$ cat src/rtl/vc_buffer_pkg.sv
// vc_buffer_pkg: shared NoC constants for flit width and virtual-channel count
package vc_buffer_pkg;
  localparam int PAYLOAD_SIZE = 12;
  localparam int ADDR_SZ = 4;
  localparam int FLIT_W = PAYLOAD_SIZE + ADDR_SZ;
  localparam int NUM_VC_DEF = 2;
  function automatic int vc_bits(input int n);
    return (n > 1) ? $clog2(n) : 1;
  endfunction
endpackage

$ cat src/rtl/vc_queue_ctrl.sv
// vc_queue_ctrl: pointer, occupancy and flag tracking for one virtual channel
module vc_queue_ctrl #(
  parameter int DEPTH_LOG2 = 2,
  parameter int AFULL_LVL = (1 << DEPTH_LOG2) - 1
) (
  input  logic                  clk,
  input  logic                  reset,
  input  logic                  push_req,
  input  logic                  pop_req,
  output logic                  push_ok,
  output logic                  pop_ok,
  output logic [DEPTH_LOG2-1:0] wr_ptr,
  output logic [DEPTH_LOG2-1:0] rd_ptr,
  output logic [DEPTH_LOG2:0]   count,
  output logic                  full,
  output logic                  empty,
  output logic                  almost_full
);
  typedef logic [DEPTH_LOG2:0] cnt_t;
  typedef logic [DEPTH_LOG2-1:0] ptr_t;
  localparam cnt_t DEPTH_C = cnt_t'(1 << DEPTH_LOG2);
  localparam cnt_t AFULL_C = cnt_t'(AFULL_LVL);
  cnt_t count_nxt;
  assign push_ok = push_req & ~full;
  assign pop_ok = pop_req & ~empty;
  assign count_nxt = count + cnt_t'(push_ok) - cnt_t'(pop_ok);
  // flags are registered from next-state count so they are valid right after the edge
  always_ff @(posedge clk)
    if (reset) begin
      wr_ptr <= '0;
      rd_ptr <= '0;
      count <= '0;
      full <= 1'b0;
      empty <= 1'b1;
      almost_full <= (AFULL_LVL == 0);
    end else begin
      wr_ptr <= wr_ptr + ptr_t'(push_ok);
      rd_ptr <= rd_ptr + ptr_t'(pop_ok);
      count <= count_nxt;
      full <= (count_nxt == DEPTH_C);
      empty <= (count_nxt == '0);
      almost_full <= (count_nxt >= AFULL_C);
    end
endmodule

$ cat src/rtl/vc_buffer.sv
// vc_buffer: per-VC circular flit queues with static storage and zero-latency head view
module vc_buffer
  import vc_buffer_pkg::*;
#(
  parameter int WIDTH = FLIT_W,
  parameter int DEPTH_LOG2 = 2,
  parameter int NUM_VC = NUM_VC_DEF,
  parameter int AFULL_LVL = (1 << DEPTH_LOG2) - 1,
  localparam int VC_LOG2 = vc_bits(NUM_VC),
  localparam int CW = DEPTH_LOG2 + 1
) (
  input  logic                 clk,
  input  logic                 reset,
  input  logic                 write,
  input  logic [VC_LOG2-1:0]   write_vc,
  input  logic [WIDTH-1:0]     item_in,
  input  logic                 read,
  input  logic [VC_LOG2-1:0]   read_vc,
  output logic [WIDTH-1:0]     item_out,
  output logic [NUM_VC-1:0]    full,
  output logic [NUM_VC-1:0]    empty,
  output logic [NUM_VC-1:0]    almost_full,
  output logic [NUM_VC*CW-1:0] count,
  output logic                 overflow,
  output logic                 underflow
);
  localparam int DEPTH = 1 << DEPTH_LOG2;
  logic [WIDTH-1:0] mem [NUM_VC][DEPTH];
  logic [DEPTH_LOG2-1:0] wr_ptr [NUM_VC];
  logic [DEPTH_LOG2-1:0] rd_ptr [NUM_VC];
  logic [NUM_VC-1:0] push_req, pop_req, push_ok, pop_ok;
  genvar k;
  generate
    for (k = 0; k < NUM_VC; k++) begin : g_vc
      assign push_req[k] = write && (write_vc == VC_LOG2'(k));
      assign pop_req[k] = read && (read_vc == VC_LOG2'(k));
      vc_queue_ctrl #(.DEPTH_LOG2(DEPTH_LOG2), .AFULL_LVL(AFULL_LVL)) u_ctrl (
        .clk(clk),
        .reset(reset),
        .push_req(push_req[k]),
        .pop_req(pop_req[k]),
        .push_ok(push_ok[k]),
        .pop_ok(pop_ok[k]),
        .wr_ptr(wr_ptr[k]),
        .rd_ptr(rd_ptr[k]),
        .count(count[k*CW +: CW]),
        .full(full[k]),
        .empty(empty[k]),
        .almost_full(almost_full[k])
      );
    end
  endgenerate
  assign item_out = mem[read_vc][rd_ptr[read_vc]];
  always_ff @(posedge clk)
    if (reset) begin
      for (int v = 0; v < NUM_VC; v++)
        for (int i = 0; i < DEPTH; i++)
          mem[v][i] <= '0;
      overflow <= 1'b0;
      underflow <= 1'b0;
    end else begin
      for (int v = 0; v < NUM_VC; v++)
        if (push_ok[v]) mem[v][wr_ptr[v]] <= item_in;
      overflow <= overflow | |(push_req & full);
      underflow <= underflow | |(pop_req & empty);
    end
endmodule

$ cat config.mk
export PLATFORM = sky130hd
export DESIGN_NAME = vc_buffer
export DESIGN_NICKNAME = d
export VERILOG_FILES = /design/src/rtl/vc_buffer_pkg.sv /design/src/rtl/vc_queue_ctrl.sv /design/src/rtl/vc_buffer.sv
export SDC_FILE = /design/constraint.sdc
export NUM_CORES = 1
export LEC_CHECK = 0
export CAP_MARGIN = 10
export CELL_PAD_IN_SITES_DETAIL_PLACEMENT = 0
export CELL_PAD_IN_SITES_GLOBAL_PLACEMENT = 1
export CORE_ASPECT_RATIO = 0.75
export CORE_MARGIN = 2
export CORE_UTILIZATION = 35
export CTS_CLUSTER_SIZE = 25
export DETAILED_ROUTE_END_ITERATION = 6
export GPL_TIMING_DRIVEN = 0
export PLACE_DENSITY_LB_ADDON = 0.1
export SKIP_CTS_REPAIR_TIMING = 1
export SLEW_MARGIN = 20
export SYNTH_ARGS = -nofsm -noshare
export SYNTH_HDL_FRONTEND = slang
export SYNTH_SLANG_ARGS = --single-unit
export TNS_END_PERCENT = 30
$ cat constraint.sdc
create_clock -name clk -period 9 [get_ports clk]
set_input_delay 2.25 -clock clk [delete_from_list [all_inputs] [get_ports clk]]
set_output_delay 2.25 -clock clk [all_outputs]
set_load 0.01 [all_outputs]
# == Word-level counts from Yosys, hierarchy flattened ==
# Memories as Yosys holds them, arrays and structs flattened.
# Cells that the tools add are included.
# totals
ff_bits,22
ram_bits,128
memories,1
inputBits,22
output_inout_bits,30
# op_classes
magnitude_cmp,8
addsub,8
reduce_logical,10
n_eq_ne,2
mux,146
bitwise_logic,146
# memory_table
name,depth,width,read_ports,rd_ports_with_merged_regs,write_ports,line,source
mem,2,64,1,0,2,vc_buffer.sv:28,logic [WIDTH-1:0] mem [NUM_VC][DEPTH];
# ops
operator,count
two-way mux 1 bit,134
OR 1 bit,130
two-way mux 64 bit,2
demux 16 bit (select 2 bit),2
two-way mux 16 bit,4
binary-select mux 16 bit (select 2 bit),1
">= comparator 3 bit, second input constant",3
inverter 2 -> 3 bit,3
adder 2 x 1 -> 2 bit,4
adder 3 x 1 -> 3 bit,2
"== test 3 bit, second input constant",2
">= comparator 3 x 2 -> 1 bit, second input constant",2
logical AND 1 bit,6
zero test 3 bit,2
"less-than comparator 3 x 1 -> 1 bit, second input constant",2
two-way mux 2 bit,3
inverter 1 bit,6
subtractor 3 x 1 -> 3 bit,2
AND 1 bit,4
AND 2 bit,2
OR reduction 2 bit,2
">= comparator 2 bit, second input constant",1
inverter 1 -> 2 bit,1

# == Depth between registers and ports, before layout ==
# Gate-level depths: netlist of run 1.
# depth
word_depth,8
mapped_depth,10

# == Hierarchy ==
# A second synthesis of run 1 with hierarchy kept.
# hier_totals
cells_unflattened,477
area_unflattened_um2,6952.9
# by_module_without_submodules
module,n_inst,area_each_um2,cells_each
vc_buffer,1,6120.9,402
vc_queue_ctrl at g_vc[0].u_ctrl,1,416.6,38
vc_queue_ctrl at g_vc[1].u_ctrl,1,415.4,37

# == Worst setup path after synthesis of run 1 ==
# OpenSTA, ideal clock, no wires.
# synth_timing
path_type,input -> output
startpoint,input read_vc
endpoint,output item_out[10]
setup_slack_ns,3.146
cell_stages,4
t_arrival_ns,3.604
required_ns,6.750
path_cell_list,mux2i_2 buf_6 mux4_2 inv_1
# synth_via
elab_chain_len,8
word_cells_on_any_way,9
classes_between,mux: 6; bitwise: 2; memory: 1
# synth_rtl
item,line,source
from (decl),vc_buffer.sv:18,"input logic [VC_LOG2-1:0] read_vc,"
inverter 1 -> 2 bit (implied by the code),vc_buffer.sv:53,assign item_out = mem[read_vc][rd_ptr[read_vc]];
two-way mux 2 bit (implied by the code) (3 in series),vc_buffer.sv:53,
inverter 2 -> 3 bit (implied by the code),vc_buffer.sv:53,
binary-select mux 16 bit (select 2 bit) *,vc_buffer.sv:53,
two-way mux 16 bit (implied by the code) * (2 in series),vc_buffer.sv:53,
to (decl),vc_buffer.sv:19,"output logic [WIDTH-1:0] item_out,"
# Every way passes the cells marked *; elsewhere a longest branch is shown, timed or not. The select of a mux whose other input is x is not followed.

# == Worst setup path after layout of run 1 ==
# layout_timing
startpoint,input read_vc
endpoint,output item_out[6]
# The elaborated chain is that of the path after synthesis.

==> run_results.csv, run 1 <==
group,metric,value,unit
routing,drcViolationCount,0,
timing,slew_viol_final,0,
timing,fin_crit_sh,82.8,%
critical_path,crit_path_end_kind,"output pin",
power_and_ir_drop,power.density,229,nW/um^2
synthesis,syn_area,6920,um^2
floorplanning,initial_utilization,35.7,%
grt,track_usage,16.5,%
critical_path,arrival,5.20,ns
timing,fmax,134,MHz
timing,min_period,7.45,ns
synthesis,synthArstFlopShare,0,%
grt,grt_max_degree,17,
cells_and_area,finalNonFillerCells,818,
timing,setup_tns,0,ns
synthesis,synth_seq_area_share,61.9,%
power_and_ir_drop,p_sw_share,25.4,%
power_and_ir_drop,pwr-share-comb,18.7,%
min_path,hold_path.class,"register to register",
synthesis,avgSynthCellArea,14.4,um^2
clocking,insertion_delay,0.42,ns
synthesis,ys_top_cells_by_count,"128 x and2_1, 128 x edfxtp_1, 64 x mux2i_1",
place,port_buffers,51,
routing,wl,16500,um
job,max_cap_viol_count,0,
place,dp_slack,1.50,ns
grt,antenna_found_initial,0,
critical_path,reg2reg_to,"mem[1][21]",
min_path,hold_depth,2,
synthesis,synth_edf_count,128,
synthesis,synth_top_flop_cell,"edfxtp_1",
power_and_ir_drop,seqPwrFrac,44.1,%
synthesis,synth_cells,481,
clocking,cts-root-buf,"clkbuf_16",
power_and_ir_drop,p_leak,3.11,nW
synthesis,synth_nets,511,
place,place_congestion,0.703,
power_and_ir_drop,net-switching-power,0.485,mW
critical_path,worstSetupPathType,"input pin to output pin",
power_and_ir_drop,p_int,1.43,mW
timing,slew_headroom,31.2,%
power_and_ir_drop,ir_drop,0.108,mV
timing,worst_slew_pin_slew,1.02,ns
cells_and_area,final_layout_size_suffix_gt1_share,14.9,%
critical_path,r2r_slack,6.50,ns
routing,drt-pass1-iter-count,4,
outcome,outcome,"complete, no violations",
routing,ant_nets,0,
cells_and_area,nets,581,
floorplanning,die_height,126,um
grt,grt_pass1_wl,24700,um
routing,wl_met2,7350,um
synthesis,ys_warn_count,0,
cells_and_area,syn_to_final_growth,20.7,%
timing,finalSetupViolCount,0,
routing,vias,3876,
grt,grt.overflow.total,0,
routing,drt_iter0_markers,261,
clocking,cts_made_buffers,17,
critical_path,crit_path_start_kind,"input pin",
place,place_inst,785,
timing,fin_skew,0.0118,ns
routing,dr_wl_met3,663,um
min_path,hp-start,"overflow",
timing,fin_ws,1.55,ns
critical_path,crit_required,6.75,ns
routing,viasPerCell,4.74,
routing,wl_per_cell,20.2,um
power_and_ir_drop,p_total,1.91,mW
critical_path,reg2reg_from,"g_vc[1].u_ctrl.full",
routing,dr.max_layer_used,"met4",
routing,routedLengthMet1,8260,um
timing,rsz0062_at_grt,"false",
power_and_ir_drop,clkPwrFrac,37.2,%
min_path,holdPathEnd,"overflow",
place,hpwl,10900,um
grt,grt_pass1_vias,3979,
clocking,cts_tree,"done",
synthesis,ys_ff_latch,150,
critical_path,r2r_cells,3,
clocking,cts_buffer_depth,2,
synthesis,yosys.area.top_type,"edfxtp_1",
clocking,clock-sinks,150,
floorplanning,die_width,166,um
floorplanning,row_count,44,
critical_path,path_max_fanout,10,
synthesis,yosysTopAreaCellShare,55.5,%
floorplanning,die_area,20900,um^2
cells_and_area,n_fill_cell,1780,
clocking,path_clk_slew,0.06,ns
synthesis,netlist_top_cells_area,"edfxtp_1 56%, and2_1 12%, mux2i_1 9.3%",
timing,hold_viol_final,0,
clocking,cts_max_level,4,
floorplanning,ioPinCount,52,
synthesis,ys_types,34,
floorplanning,core_area,19400,um^2
how the worst max path moves through the flow:
stage             from           end  slack (ns)  cells past startpoint
4_1_cts        read_vc   item_out[6]        1.50                      6
6_report       read_vc   item_out[6]        1.55                      6
3_5_place_dp   read_vc   item_out[6]        1.50                      6
3_3_place_gp   read_vc   item_out[6]        1.51                      6
5_1_grt        read_vc  item_out[10]        1.43                      6
2_1_floorplan  read_vc  item_out[10]        3.15                      4
state kept, by name, indices dropped and copies added, names as in the netlist:
signal                   flops
g_vc.u_ctrl.almost_full      2
g_vc.u_ctrl.count            6
g_vc.u_ctrl.empty            2
g_vc.u_ctrl.full             2
g_vc.u_ctrl.rd_ptr           4
g_vc.u_ctrl.wr_ptr           4
mem                        128
overflow                     1
underflow                    1
per-stage QoR:
step	util, %	cell area [um^2]	hold slack, ns
after floorplan	-	6920	0.497
after detailed placement	40.0	7750	0.469
after global routing	43.1	8360	0.533
after global placement	40.0	7750	0.456
final	43.1	8360	0.484
after CTS	43.1	8350	0.488
final cells by class:
cell class	count	area [um^2]	share of cell area, %
clock inverter	8	53.8	0.644
antenna	1	2.50	0.0299
inverter	23	86.3	1.03
buffer	28	158	1.89
tap	253	317	3.79
clock buffer	24	543	6.50
multi-input combinational	280	2400	28.8
sequential	150	4280	51.2
timing repair buffer	51	510	6.11
critical path: stages:
cell and delay [ns]:
clkdlybuf4s50_1 0.56, buf_1 0.56, clkbuf_1 0.78, mux4_2 0.44, inv_1 0.07, clkdlybuf4s50_1 0.52
metal layers:
layer / vias to the layer above / global-route usage (%)
met1: 1950 / 23.8
met4: 0 / 4.72
met5: - / 0
met2: 76 / 25.1
li1: 1838 / -
met3: 12 / 3.58
logic make-up (layout without fill, tap and decap cells):
| group | after synthesis | count (layout) | share of synthesized area [%] |
|---|---|---|---|
| buf+inv | 51 | 134 | 3.52 |
| fa+ha+maj | 8 | 8 | 1.66 |
| compound gates | 4 | 4 | 0.361 |
| simple gates | 177 | 177 | 16.1 |
| xor+xnor | 8 | 8 | 1.45 |
| other cells | 0 | 1 | 0 |
| flops | 150 | 150 | 61.9 |
| mux | 83 | 83 | 15.0 |
layout by cell type, fill, tap and decap left out, types with 4 or more instances in the layout:
cell             synthesis  routed
clkbuf_1                 8       8
clkdlybuf4s50_1          0      51
inv_1                   23      23
xnor2_1                  4       4
inv_4                    0       5
dfxtp_1                 22      22
nor2_1                  16      16
nor2b_1                  7       7
buf_4                    7       7
ha_1                     6       6
buf_2                    9       9
edfxtp_1               128     128
mux2i_1                 64      64
and2_1                 128     128
clkbuf_16                0      20
or2_2                    9       9
mux4_2                  16      16
power by group through the flow:
stage / clock [mW] / combinational, mW / sequential (mW)
after global routing: 0.748 / 0.390 / 0.850
after CTS: 0.721 / 0.365 / 0.844
after detailed placement: 0 / 0.362 / 0.858
after floorplan: 0 / 0.212 / 0.855
final: 0.711 / 0.357 / 0.843
after global placement: 0 / 0.359 / 0.856
Power figures use the tool's default switching activity.
==> inputs of run 2 (changes only) <==
clock period = 7.8 ns   (was 9 ns; I/O delays follow)
==> results of run 2 <==
Same layout as run 1 (identical final DEF). Status: complete, no violations.
Among the figures that moved: setup slack after placement 1.50 ns -> 0.905 ns; setup slack after layout 1.55 ns -> 0.952 ns; register-to-register setup slack 6.50 ns -> 5.30 ns; total power 1.91 mW -> 2.21 mW; worst IR drop on VDD 0.108 mV -> 0.125 mV
==> inputs of run 3 (changes only) <==
CAP_MARGIN = 20   (was 10)
CORE_ASPECT_RATIO = 1.5   (was 0.75)
==> run_results.csv, run 3 (synthesis gave the netlist of run 1 again) <==
group,metric,value,unit
critical_path,reg2reg_from,"g_vc[1].u_ctrl.full",
timing,finalSetupViolCount,0,
critical_path,crit_path_start_kind,"input pin",
critical_path,worstSetupPathType,"input pin to output pin",
clocking,cts_buffer_depth,2,
routing,dr.max_layer_used,"met4",
clocking,clock-sinks,150,
routing,wl_met2,9060,um
routing,drt-pass1-iter-count,4,
grt,grt_max_degree,17,
routing,viasPerCell,4.70,
critical_path,slowest_delay,0.71,ns
cells_and_area,final_layout_size_suffix_gt1_share,14.4,%
cells_and_area,layout_common_cells,"128 x and2_1, 128 x edfxtp_1, 64 x mux2i_1, 51 x clkdlybuf4s50_1, 23 x inv_1",
power_and_ir_drop,power.density,262,nW/um^2
power_and_ir_drop,ir_drop,0.136,mV
critical_path,cp_num_buf_inv,5,
timing,min_period,6.78,ns
clocking,cts-root-buf,"clkbuf_16",
place,place_inst,792,
clocking,path_clk_slew,0.06,ns
grt,antenna_found_initial,0,
cells_and_area,seq_area,4280,um^2
place,port_buffers,51,
routing,drcViolationCount,0,
power_and_ir_drop,p_sw_share,24.8,%
timing,slew_viol_final,0,
timing,rsz0062_at_grt,"false",
cells_and_area,n_fill_cell,1863,
job,max_cap_viol_count,0,
cells_and_area,largest_reg_flops,128,
min_path,hold_depth,2,
routing,dr_wl_met3,456,um
timing,fin_skew,0.00898,ns
place,placed_cell_area,7770,um^2
routing,vias,3876,
critical_path,crit_path_cell_trace,"clkdlybuf4s50_1 -> buf_1 -> clkbuf_1 -> mux4_2 -> inv_1 -> clkdlybuf4s50_1",
cells_and_area,diodes,0,
min_path,holdPathEnd,"underflow",
critical_path,crit_required,5.85,ns
routing,routedLengthMet1,6510,um
timing,fmax,147,MHz
cells_and_area,finalNonFillerCells,824,
routing,drt_iter0_markers,177,
outcome,outcome,"complete, no violations",
timing,worst_slew_pin_slew,0.956,ns
power_and_ir_drop,net-switching-power,0.543,mW
timing,slew_headroom,35.8,%
grt,grt_pass1_wl,25000,um
clocking,cts_made_buffers,17,
cells_and_area,syn_to_final_growth,20.7,%
place,hpwl,10900,um
power_and_ir_drop,p_int,1.65,mW
floorplanning,core_area,19500,um^2
floorplanning,die_height,176,um
timing,hold_viol_final,0,
cells_and_area,design_area,8360,um^2
grt,grt.overflow.total,0,
routing,ant_nets,0,
min_path,hold_path.class,"register to register",
timing,setup_tns,0,ns
critical_path,crit_slowest_cell,"clkbuf_1",
min_path,hp-start,"underflow",
routing,wl_per_cell,19.8,um
critical_path,cp_top_family,"buffers and inverters",
floorplanning,row_count,63,
cells_and_area,multi_input_comb_area,2400,um^2
critical_path,r2r_slack,5.41,ns
floorplanning,ioPinCount,52,
clocking,cts_max_level,4,
critical_path,r2r_cells,3,
power_and_ir_drop,p_total,2.19,mW
critical_path,arrival,4.83,ns
critical_path,crit_path_end_kind,"output pin",
power_and_ir_drop,clkPwrFrac,36.9,%
clocking,cts_tree,"done",
power_and_ir_drop,p_leak,3.10,nW
routing,wl,16300,um
cells_and_area,largestRegisters,"mem (128), g_vc.u_ctrl.count (6)",
critical_path,reg2reg_to,"mem[1][54]",
floorplanning,die_area,20900,um^2
clocking,insertion_delay,0.43,ns
cells_and_area,regMostFlops,"mem",
power_and_ir_drop,pwr-share-comb,18.7,%
cells_and_area,nets,581,
floorplanning,initial_utilization,35.4,%
critical_path,path_max_fanout,10,
place,place_congestion,0.711,
grt,track_usage,16.7,%
power_and_ir_drop,seqPwrFrac,44.4,%
grt,grt_pass1_vias,4228,
critical_path,crit_top_cell,"clkdlybuf4s50_1",
timing,fin_crit_sh,86.9,%
floorplanning,die_width,119,um
run 3: cell type report:
cell class	instances	share of cell area, %
tap	260	3.89
clock buffer	26	6.65
sequential	150	51.2
multi-input combinational	280	28.8
timing repair buffer	51	6.11
clock inverter	6	0.419
buffer	28	1.89
inverter	23	1.03
run 3: worst max-delay path by stage:
stage / startpoint / endpoint / slack, ns / cells after the start
final: read_vc / item_out[14] / 1.02 / 6
after global routing: read_vc / item_out[14] / 0.92 / 6
after CTS: read_vc / item_out[14] / 0.98 / 6
after detailed placement: read_vc / item_out[14] / 1.0 / 6
after global placement: read_vc / item_out[14] / 1.03 / 6
after floorplan: read_vc / item_out[10] / 2.55 / 4
run 3: layer usage:
| layer | vias up | GRT usage, % |
|---|---|---|
| met4 | 0 | 5.61 |
| met5 | - | 0 |
| li1 | 1842 | - |
| met2 | 61 | 31.2 |
| met3 | 20 | 3.46 |
| met1 | 1953 | 18.7 |
run 3: power groups by stage:
stage | clock [mW] | sequential, mW | combinational (mW)
global placement | 0 | 0.989 | 0.414
CTS | 0.820 | 0.974 | 0.421
finish | 0.809 | 0.972 | 0.410
detailed placement | 0 | 0.991 | 0.418
floorplan | 0 | 0.986 | 0.245
global route | 0.854 | 0.981 | 0.451
run 3: stage by stage:
step	hold WS (ns)	util (%)	setup WS [ns]
global placement	0.457	39.7	1.03
CTS	0.471	42.8	0.976
finish	0.469	42.8	1.02
global route	0.529	42.8	0.921
detailed placement	0.463	39.7	0.999
floorplan	0.497	-	2.55
run 3: worst reg2reg max path, stage by stage (launching register included):
cell	delay, ns
dfxtp_1	0.33
nand4bb_1	0.30
nor3_1	0.79
or2_2	0.60
